File: config.mk
export PLATFORM = sky130hd
export DESIGN_NAME = gat_bram_loader_flat
export DESIGN_NICKNAME = d
export VERILOG_FILES = /design/src/rtl/gat_bram_loader_if.sv /design/src/rtl/gat_bram_loader.sv /design/src/flat_wrapper.sv
export SDC_FILE = /design/constraint.sdc
export NUM_CORES = 1
export LEC_CHECK = 0
export CORE_MARGIN = 2
export CORE_UTILIZATION = 47
export CTS_CLUSTER_SIZE = 20
export DETAILED_ROUTE_END_ITERATION = 10
export HOLD_SLACK_MARGIN = 0.06
export PLACE_DENSITY = 0.85
export SKIP_LAST_GASP = 1
export SLEW_MARGIN = 20
export SYNTH_ARGS = -nofsm -noshare
export SYNTH_HDL_FRONTEND = slang
export SYNTH_SLANG_ARGS = --single-unit
File: constraint.sdc
create_clock -name clk -period 3.24 [get_ports clk]
set_input_delay 0.486 -clock clk [delete_from_list [all_inputs] [get_ports clk]]
set_output_delay 0.486 -clock clk [all_outputs]
set_load 0.01 [all_outputs]
File: src/rtl/gat_bram_loader_if.sv
// Word stream into the GAT BRAM loader: 32-bit data with valid/ready handshake
// and an end-of-segment marker.
interface gat_bram_loader_if;
  logic [31:0] s_data;
  logic        s_valid;
  logic        s_last;
  logic        s_ready;

  modport master (output s_data, output s_valid, output s_last, input s_ready);
  modport slave  (input s_data, input s_valid, input s_last, output s_ready);
endinterface

File: src/rtl/gat_bram_loader.sv
// Framed-segment load engine: parses header+payload words from the stream and
// writes the H-data, node-info or weight BRAM port with byte addresses.
module gat_bram_loader #(
  parameter int unsigned DATA_WIDTH       = 8,
  parameter int unsigned H_DATA_WIDTH     = 19,
  parameter int unsigned NODE_INFO_WIDTH  = 20,
  parameter int unsigned H_DATA_DEPTH     = 242101,
  parameter int unsigned NODE_INFO_DEPTH  = 13264,
  parameter int unsigned WEIGHT_DEPTH     = 22928,
  parameter int unsigned H_DATA_ADDR_W    = 18,
  parameter int unsigned NODE_INFO_ADDR_W = 14,
  parameter int unsigned WEIGHT_ADDR_W    = 15
) (
  input  logic                          clk,
  input  logic                          rst,
  input  logic                          clear,
  gat_bram_loader_if.slave              s,
  output logic [H_DATA_WIDTH-1:0]       h_data_bram_din,
  output logic                          h_data_bram_ena,
  output logic                          h_data_bram_wea,
  output logic [H_DATA_ADDR_W+1:0]      h_data_bram_addra,
  output logic [NODE_INFO_WIDTH-1:0]    h_node_info_bram_din,
  output logic                          h_node_info_bram_ena,
  output logic                          h_node_info_bram_wea,
  output logic [NODE_INFO_ADDR_W+1:0]   h_node_info_bram_addra,
  output logic [DATA_WIDTH-1:0]         wgt_bram_din,
  output logic                          wgt_bram_ena,
  output logic                          wgt_bram_wea,
  output logic [WEIGHT_ADDR_W+1:0]      wgt_bram_addra,
  output logic                          h_data_bram_load_done,
  output logic                          h_node_info_bram_load_done,
  output logic                          wgt_bram_load_done,
  output logic                          load_err
);

  typedef enum logic [1:0] {HDR, DATA, DRAIN, FIN} state_t;

  state_t      state_q, state_d;
  logic        rdy_q;
  logic        ready, xfer, hdr_bad, last_word;
  logic        load_hdr, wr_en, err_set, done_set;
  logic        by_count_q, by_count_d;
  logic [1:0]  hdr_tgt, tgt_q;
  logic [29:0] hdr_cnt, cnt_q, idx_q;

  assign hdr_tgt = s.s_data[31:30];
  assign hdr_cnt = s.s_data[29:0];

  always_comb begin
    hdr_bad = 1'b1;
    unique case (hdr_tgt)
      2'd0:    hdr_bad = (hdr_cnt > 30'(H_DATA_DEPTH));
      2'd1:    hdr_bad = (hdr_cnt > 30'(NODE_INFO_DEPTH));
      2'd2:    hdr_bad = (hdr_cnt > 30'(WEIGHT_DEPTH));
      default: hdr_bad = 1'b1;
    endcase
    if (hdr_cnt == '0) hdr_bad = 1'b1;
  end

  // rdy_q keeps s_ready low for the cycle after rst; clear re-opens it at once.
  assign ready     = rdy_q & (state_q != FIN);
  assign s.s_ready = ready;
  assign xfer      = s.s_valid & ready;
  assign last_word = (idx_q == cnt_q - 30'd1);

  always_comb begin
    state_d    = state_q;
    by_count_d = by_count_q;
    load_hdr   = 1'b0;
    wr_en      = 1'b0;
    err_set    = 1'b0;
    done_set   = 1'b0;
    unique case (state_q)
      HDR: begin
        if (xfer) begin
          if (hdr_bad) begin
            err_set = 1'b1;
            state_d = DRAIN;
          end else begin
            load_hdr = 1'b1;
            state_d  = DATA;
          end
        end
      end
      DATA: begin
        if (xfer) begin
          wr_en = 1'b1;
          if (last_word) begin
            by_count_d = 1'b1;
            err_set    = ~s.s_last;
            state_d    = FIN;
          end else if (s.s_last) begin
            by_count_d = 1'b0;
            err_set    = 1'b1;
            state_d    = FIN;
          end
        end
      end
      DRAIN: begin
        if (xfer && s.s_last) state_d = HDR;
      end
      FIN: begin
        done_set = by_count_q;
        state_d  = HDR;
      end
      default: state_d = HDR;
    endcase
  end

  always_ff @(posedge clk) begin
    if (rst) begin
      state_q    <= HDR;
      rdy_q      <= 1'b0;
      by_count_q <= 1'b0;
    end else if (clear) begin
      state_q    <= HDR;
      rdy_q      <= 1'b1;
      by_count_q <= 1'b0;
    end else begin
      state_q    <= state_d;
      rdy_q      <= 1'b1;
      by_count_q <= by_count_d;
    end
  end

  always_ff @(posedge clk) begin
    if (rst || clear) begin
      tgt_q                      <= '0;
      cnt_q                      <= '0;
      idx_q                      <= '0;
      h_data_bram_din            <= '0;
      h_data_bram_ena            <= 1'b0;
      h_data_bram_wea            <= 1'b0;
      h_data_bram_addra          <= '0;
      h_node_info_bram_din       <= '0;
      h_node_info_bram_ena       <= 1'b0;
      h_node_info_bram_wea       <= 1'b0;
      h_node_info_bram_addra     <= '0;
      wgt_bram_din               <= '0;
      wgt_bram_ena               <= 1'b0;
      wgt_bram_wea               <= 1'b0;
      wgt_bram_addra             <= '0;
      h_data_bram_load_done      <= 1'b0;
      h_node_info_bram_load_done <= 1'b0;
      wgt_bram_load_done         <= 1'b0;
      load_err                   <= 1'b0;
    end else begin
      h_data_bram_ena      <= 1'b0;
      h_data_bram_wea      <= 1'b0;
      h_node_info_bram_ena <= 1'b0;
      h_node_info_bram_wea <= 1'b0;
      wgt_bram_ena         <= 1'b0;
      wgt_bram_wea         <= 1'b0;
      if (load_hdr) begin
        tgt_q <= hdr_tgt;
        cnt_q <= hdr_cnt;
        idx_q <= '0;
      end
      if (wr_en) begin
        idx_q <= idx_q + 30'd1;
        unique case (tgt_q)
          2'd0: begin
            h_data_bram_din   <= s.s_data[H_DATA_WIDTH-1:0];
            h_data_bram_addra <= {idx_q[H_DATA_ADDR_W-1:0], 2'b00};
            h_data_bram_ena   <= 1'b1;
            h_data_bram_wea   <= 1'b1;
          end
          2'd1: begin
            h_node_info_bram_din   <= s.s_data[NODE_INFO_WIDTH-1:0];
            h_node_info_bram_addra <= {idx_q[NODE_INFO_ADDR_W-1:0], 2'b00};
            h_node_info_bram_ena   <= 1'b1;
            h_node_info_bram_wea   <= 1'b1;
          end
          default: begin
            wgt_bram_din   <= s.s_data[DATA_WIDTH-1:0];
            wgt_bram_addra <= {idx_q[WEIGHT_ADDR_W-1:0], 2'b00};
            wgt_bram_ena   <= 1'b1;
            wgt_bram_wea   <= 1'b1;
          end
        endcase
      end
      if (err_set) load_err <= 1'b1;
      if (done_set) begin
        unique case (tgt_q)
          2'd0:    h_data_bram_load_done      <= 1'b1;
          2'd1:    h_node_info_bram_load_done <= 1'b1;
          default: wgt_bram_load_done         <= 1'b1;
        endcase
      end
    end
  end

endmodule

File: src/flat_wrapper.sv
// flat-port wrapper written by rule: the top's interface ports become plain ports
module gat_bram_loader_flat 
#(
  parameter int unsigned DATA_WIDTH       = 8,
  parameter int unsigned H_DATA_WIDTH     = 19,
  parameter int unsigned NODE_INFO_WIDTH  = 20,
  parameter int unsigned H_DATA_DEPTH     = 242101,
  parameter int unsigned NODE_INFO_DEPTH  = 13264,
  parameter int unsigned WEIGHT_DEPTH     = 22928,
  parameter int unsigned H_DATA_ADDR_W    = 18,
  parameter int unsigned NODE_INFO_ADDR_W = 14,
  parameter int unsigned WEIGHT_ADDR_W    = 15
)
  (clk, rst, clear, h_data_bram_din, h_data_bram_ena, h_data_bram_wea, h_data_bram_addra, h_node_info_bram_din, h_node_info_bram_ena, h_node_info_bram_wea, h_node_info_bram_addra, wgt_bram_din, wgt_bram_ena, wgt_bram_wea, wgt_bram_addra, h_data_bram_load_done, h_node_info_bram_load_done, wgt_bram_load_done, load_err, s_s_data, s_s_valid, s_s_last, s_s_ready);
  gat_bram_loader_if s_i ();
  input  logic clk;
  input  logic rst;
  input  logic clear;
  output logic [H_DATA_WIDTH-1:0] h_data_bram_din;
  output logic h_data_bram_ena;
  output logic h_data_bram_wea;
  output logic [H_DATA_ADDR_W+1:0] h_data_bram_addra;
  output logic [NODE_INFO_WIDTH-1:0] h_node_info_bram_din;
  output logic h_node_info_bram_ena;
  output logic h_node_info_bram_wea;
  output logic [NODE_INFO_ADDR_W+1:0] h_node_info_bram_addra;
  output logic [DATA_WIDTH-1:0] wgt_bram_din;
  output logic wgt_bram_ena;
  output logic wgt_bram_wea;
  output logic [WEIGHT_ADDR_W+1:0] wgt_bram_addra;
  output logic h_data_bram_load_done;
  output logic h_node_info_bram_load_done;
  output logic wgt_bram_load_done;
  output logic load_err;
  input wire logic [$bits(s_i.s_data)-1:0] s_s_data;
  input wire logic [$bits(s_i.s_valid)-1:0] s_s_valid;
  input wire logic [$bits(s_i.s_last)-1:0] s_s_last;
  output wire logic [$bits(s_i.s_ready)-1:0] s_s_ready;
  assign s_i.s_data = s_s_data;
  assign s_i.s_valid = s_s_valid;
  assign s_i.s_last = s_s_last;
  assign s_s_ready = s_i.s_ready;
  gat_bram_loader #(.DATA_WIDTH(DATA_WIDTH), .H_DATA_WIDTH(H_DATA_WIDTH), .NODE_INFO_WIDTH(NODE_INFO_WIDTH), .H_DATA_DEPTH(H_DATA_DEPTH), .NODE_INFO_DEPTH(NODE_INFO_DEPTH), .WEIGHT_DEPTH(WEIGHT_DEPTH), .H_DATA_ADDR_W(H_DATA_ADDR_W), .NODE_INFO_ADDR_W(NODE_INFO_ADDR_W), .WEIGHT_ADDR_W(WEIGHT_ADDR_W)) u_core (.clk(clk), .rst(rst), .clear(clear), .s(s_i), .h_data_bram_din(h_data_bram_din), .h_data_bram_ena(h_data_bram_ena), .h_data_bram_wea(h_data_bram_wea), .h_data_bram_addra(h_data_bram_addra), .h_node_info_bram_din(h_node_info_bram_din), .h_node_info_bram_ena(h_node_info_bram_ena), .h_node_info_bram_wea(h_node_info_bram_wea), .h_node_info_bram_addra(h_node_info_bram_addra), .wgt_bram_din(wgt_bram_din), .wgt_bram_ena(wgt_bram_ena), .wgt_bram_wea(wgt_bram_wea), .wgt_bram_addra(wgt_bram_addra), .h_data_bram_load_done(h_data_bram_load_done), .h_node_info_bram_load_done(h_node_info_bram_load_done), .wgt_bram_load_done(wgt_bram_load_done), .load_err(load_err));
endmodule
# Word-level counts from Yosys, hierarchy flattened
# Cells that the tools add are included.
# op_classes
muxes	29
addsub	2
n_reduce_logical	19
order_cmp	3
n_eq_ne	12
bitwise_logic	5
# ops
operator	count
$mux 30	2
$add 30x1->30 const B	1
$eq 30x30->1	1
$gt 30x14->1 const B	1
$gt 30x15->1 const B	1
$gt 30x18->1 const B	1
$logic_not 30->1	1
$sub 30x1->30 const B	1
$mux 1	18
$mux 2	6
$reduce_and 2->1	6
$pmux 2 s4	1
$eq 2x1->1 const B	3
$eq 2x2->1 const B	3
$logic_not 2->1	3
$ne 2x1->1 const B	3
$reduce_or 2->1	3
$reduce_and 4->1	1
$reduce_bool 2->1	2
$ne 3x2->1 const B	1
$not 1->1	3
$pmux 1 s3	1
$reduce_and 3->1	1
$and 1x1->1	2
other kinds (4)	4
# totals
out_inout_bits	111
register_bits	167
input_bits	37
word_cells	89

# Logic depth before layout (Yosys ltp)
# depth
word_depth	8
ltp_mapped	14
depth_no_buf	13

# Least setup slack after synthesis
# Ideal clock, no wire load.
# synth_path
kind	flip-flop to flip-flop
from	register u_core.cnt_q[0]
to	register u_core.load_err
path_stages_with_launch	13
n_path_buf	0
synth_period_minus_slack_ns	3.530
required_time_ns	3.112
setup_ns	0.128
setup_slack_ns	-0.290
t_arrival_ns	3.403
cell_sequence	dfxtp_1 > inv_1 > ha_1 > xnor2_1 > or4_1 > or4_1 > or4_1 > nor4_1 > nand4b_1 > ha_1 > nand2b_1 > a31oi_1 > nor2_1
# synth_via
elab_chain_cells	5
# synth_lines
item	line_no	rtl
start: declaration	gat_bram_loader.sv:44	logic [29:0] hdr_cnt, cnt_q, idx_q;
start signal: assignment	gat_bram_loader.sv:156	cnt_q <= hdr_cnt;
$sub 30x1->30	gat_bram_loader.sv:64	assign last_word = (idx_q == cnt_q - 30'd1);
$eq 30x30->1	gat_bram_loader.sv:64	
$mux 1	gat_bram_loader.sv:88	if (last_word) begin
$mux 1	gat_bram_loader.sv:86	if (xfer) begin
$pmux 1 s2	gat_bram_loader.sv:73	unique case (state_q)
end signal: assignment	gat_bram_loader.sv:146	load_err <= 1'b0;
end signal: assignment	gat_bram_loader.sv:182	if (err_set) load_err <= 1'b1;
end: declaration	gat_bram_loader.sv:33	output logic load_err
# No other way between the ends.
# A chain may end at the register's enable or synchronous reset.

# Worst setup path in the final report
# layout_path
from	register u_core.cnt_q[17]
to	register u_core.load_err
# The elaborated chain is that of the path after synthesis.

==> metrics.txt <==
ys flop type=dfxtp_1; largest net degree at the start of global routing=58; Static Leak=roughly 3.7 nW; CTS tree=yes; Yosys cell types=around 70; WL/cell=roughly 17 um; placed wire-length estimate=about 17000 um; Startpoint Class=flip-flop; layout cells sized above 1=14.1%; Synth warnings=0; Worst Max-Slew Pin Slew=between 0.8 and 0.9 ns; min cycle time layout=roughly 3.4 ns; initial antenna violation count=0; port buffer count=about 140; Placement Cell Area=9870 um^2; Critical Path AT=3.71 ns; core footprint=between 15000 and 20000 um^2; number of synthesized flops with an enable pin=0; Clock Path Buffers=2; Die Area=approximately 17000 um^2; number of synthesized register bits=~170; Reg2Reg Setup Slack=-0.16 ns; Initial Util=between 40% and 50%; first-pass GRT wire length=38400 um; Worst Path Class, Setup=reg -> reg; Max Freq=just under 0.3 GHz; io pins=around 150; P per Cell Area=slightly above 400 nW/um^2; antenna fix cells=0; most frequent cells in the layout=nand2_1 (263), dfxtp_1 (163), clkdlybuf4s50_1 (141); Syn Area/Cell=~7.7 um^2; CP Max Fanout=2; Pre-antenna DRT Iters=5; failing checks=negative setup slack; final WL=between 20000 and 25000 um; Peak VDD IR=between 0.0003 and 0.0004 V; count of final setup violators=2; Final Core Density=65.6%; H-tree depth=4; final worst slack=-0.162 ns; placer congestion estimate=0.966; clk slew on worst S/H paths=0.06 ns; clk_lat worst skew=0.44 ns; vias in the first global route=roughly 7.7k; Power Total=~4.3 mW; Max-slew headroom=44.7%; GRT overflow=0; Hold Path Class=reg -> reg; commonest non-fill, non-tap cell in the layout=nand2_1; max-slew violations=0; mapped cell area=7730 um^2; DRC violations left=0; final hold vios=0; Final nets=between 1k and 1.5k; area added between synthesis and finish=35.8%; CP required=roughly 3.6 ns; Vias/cell=around 5.6; CP endpoint kind=flip-flop; First DRT Iteration DRCs=712; via count=just under 8k; FP Rows=46; CTS Sinks=~170; GR Util All Layers=26.9%; CTS Buf Count=17; CTS Root Cell=clkbuf_16; RSZ-0062 raised after global routing=yes; # hold bufs at CTS=0; Async SR Flop Fraction=0%; clock skew=0.0104 ns; DIE WIDTH=about 130 um; fillers=between 1k and 1.5k; sequential element share of the synthesized area=43.3%; Tcrit/Tclk final=105%; maxcap violations=0; DIE HEIGHT=approximately 130 um; Non-Filler Cell Area, Final=between 10000 and 15000 um^2; Mapped Cells=a little over 1k; DRT antenna net count=0; status=complete, but fails checks
per-layer routing:
layer / track usage (%) / share of wire, % / vias up
met3: 6.19 / 8.0 / 50
met4: 8.96 / 2.2 / 0
li1: - / - / 3796
met5: 0 / 0 / -
met1: 33.4 / 41 / 3746
met2: 46.2 / 49 / 345
synth_stat cells, types with 5 or more instances:
library cell    n  area [um^2]
nand2_1       263          987
dfxtp_1       167         3340
a21oi_1       137          686
clkbuf_1       62          233
nor2_1         56          210
nand3_1        27          135
nor3_1         26          130
xor2_1         20          175
xnor2_1        19          166
o21ai_0        17         85.1
a31oi_1        14         87.6
and2_1         14         87.6
inv_1          14         52.6
nand4_1        14         87.6
and3_1         13         81.3
nor4_1         13         81.3
buf_4          11         82.6
or4_1          10         75.1
mux2i_1         8         80.1
or2_2           6         37.5
a211oi_1        5         37.5
o211ai_1        5         37.5
o21a_1          5         37.5
or3_1           5         31.3
final timing paths:
| check | from | endpoint | depth (start not counted) |
|---|---|---|---|
| max | u_core.cnt_q[17] | u_core.load_err | 11 |
| min | u_core.h_data_bram_din[12] | u_core.h_data_bram_din[12] | 2 |
| max reg2reg | u_core.cnt_q[17] | u_core.load_err | 11 |
| min reg2reg | u_core.h_data_bram_din[12] | u_core.h_data_bram_din[12] | 2 |
per-stage QoR:
step	setup WS (ns)	hold slack (ns)	setup TNS [ns]	instances
finish	-0.162	0.452	-0.266	1423
global route	-0.273	0.473	-0.492	1423
CTS	-0.0929	0.455	-0.107	1423
detailed placement	-0.172	0.446	-2.53	1392
global placement	-0.180	0.441	-1.05	1392
floorplan	-0.0101	0.450	-0.0101	1013
sequential cells by signal, indices dropped and copies added (netlist names), 2 cells and up:
register and flops:
u_core.cnt_q 30, u_core.idx_q 30, u_core.h_node_info_bram_din 20, u_core.h_data_bram_din 19, u_core.h_data_bram_addra 18, u_core.wgt_bram_addra 15
u_core.h_node_info_bram_addra 14, u_core.wgt_bram_din 8, u_core.state_q 2, u_core.tgt_q 2
power breakdown:
part	internal [mW]	switching, mW
logic	0.119	0.140
clock network	1.10	0.846
registers	2.05	0.00337
total	3.27	0.989
cells by family (layout without fill, tap and decap cells):
kind of cell    count (synthesis)  after routing  synth area share [%]
other cells                     1              6                0.0485
flops                         167            167                  43.3
simple gates                  475            475                  28.4
mux                            10             10                  1.33
compound gates                211            211                  15.6
fa+ha+maj                       3              3                 0.486
buf+inv                       100            294                  5.89
xor+xnor                       41             41                  4.92
what timing repair did:
| item | CTS | global route |
|---|---|---|
| pin swaps | 6 | 7 |
| gates resized for setup | 7 | 6 |
| setup buffers | 1 | 0 |
| setup endpoints to repair | 2 | 3 |
critical path: stages, from the launching register on:
cell and delay, ns:
dfxtp_2 0.32, xnor3_1 0.36, o22a_1 0.20, or4_4 0.51, a21bo_1 0.19, or4_4 0.55, nor4_4 0.28, nand4b_1 0.19
ha_2 0.31, nand2b_1 0.14, a31oi_1 0.17, nor2_1 0.05
final cells by class:
| type | instances | area (um^2) | area share [%] |
|---|---|---|---|
| multi-input combinational | 746 | 4020 | 38.3 |
| sequential | 167 | 3350 | 32.0 |
| timing repair buffer | 250 | 2240 | 21.4 |
| clock buffer | 21 | 460 | 4.39 |
| tap | 216 | 270 | 2.58 |
| clock inverter | 9 | 96.3 | 0.918 |
| inverter | 14 | 52.6 | 0.501 |
No activity file was read; power rests on OpenSTA's default activity.
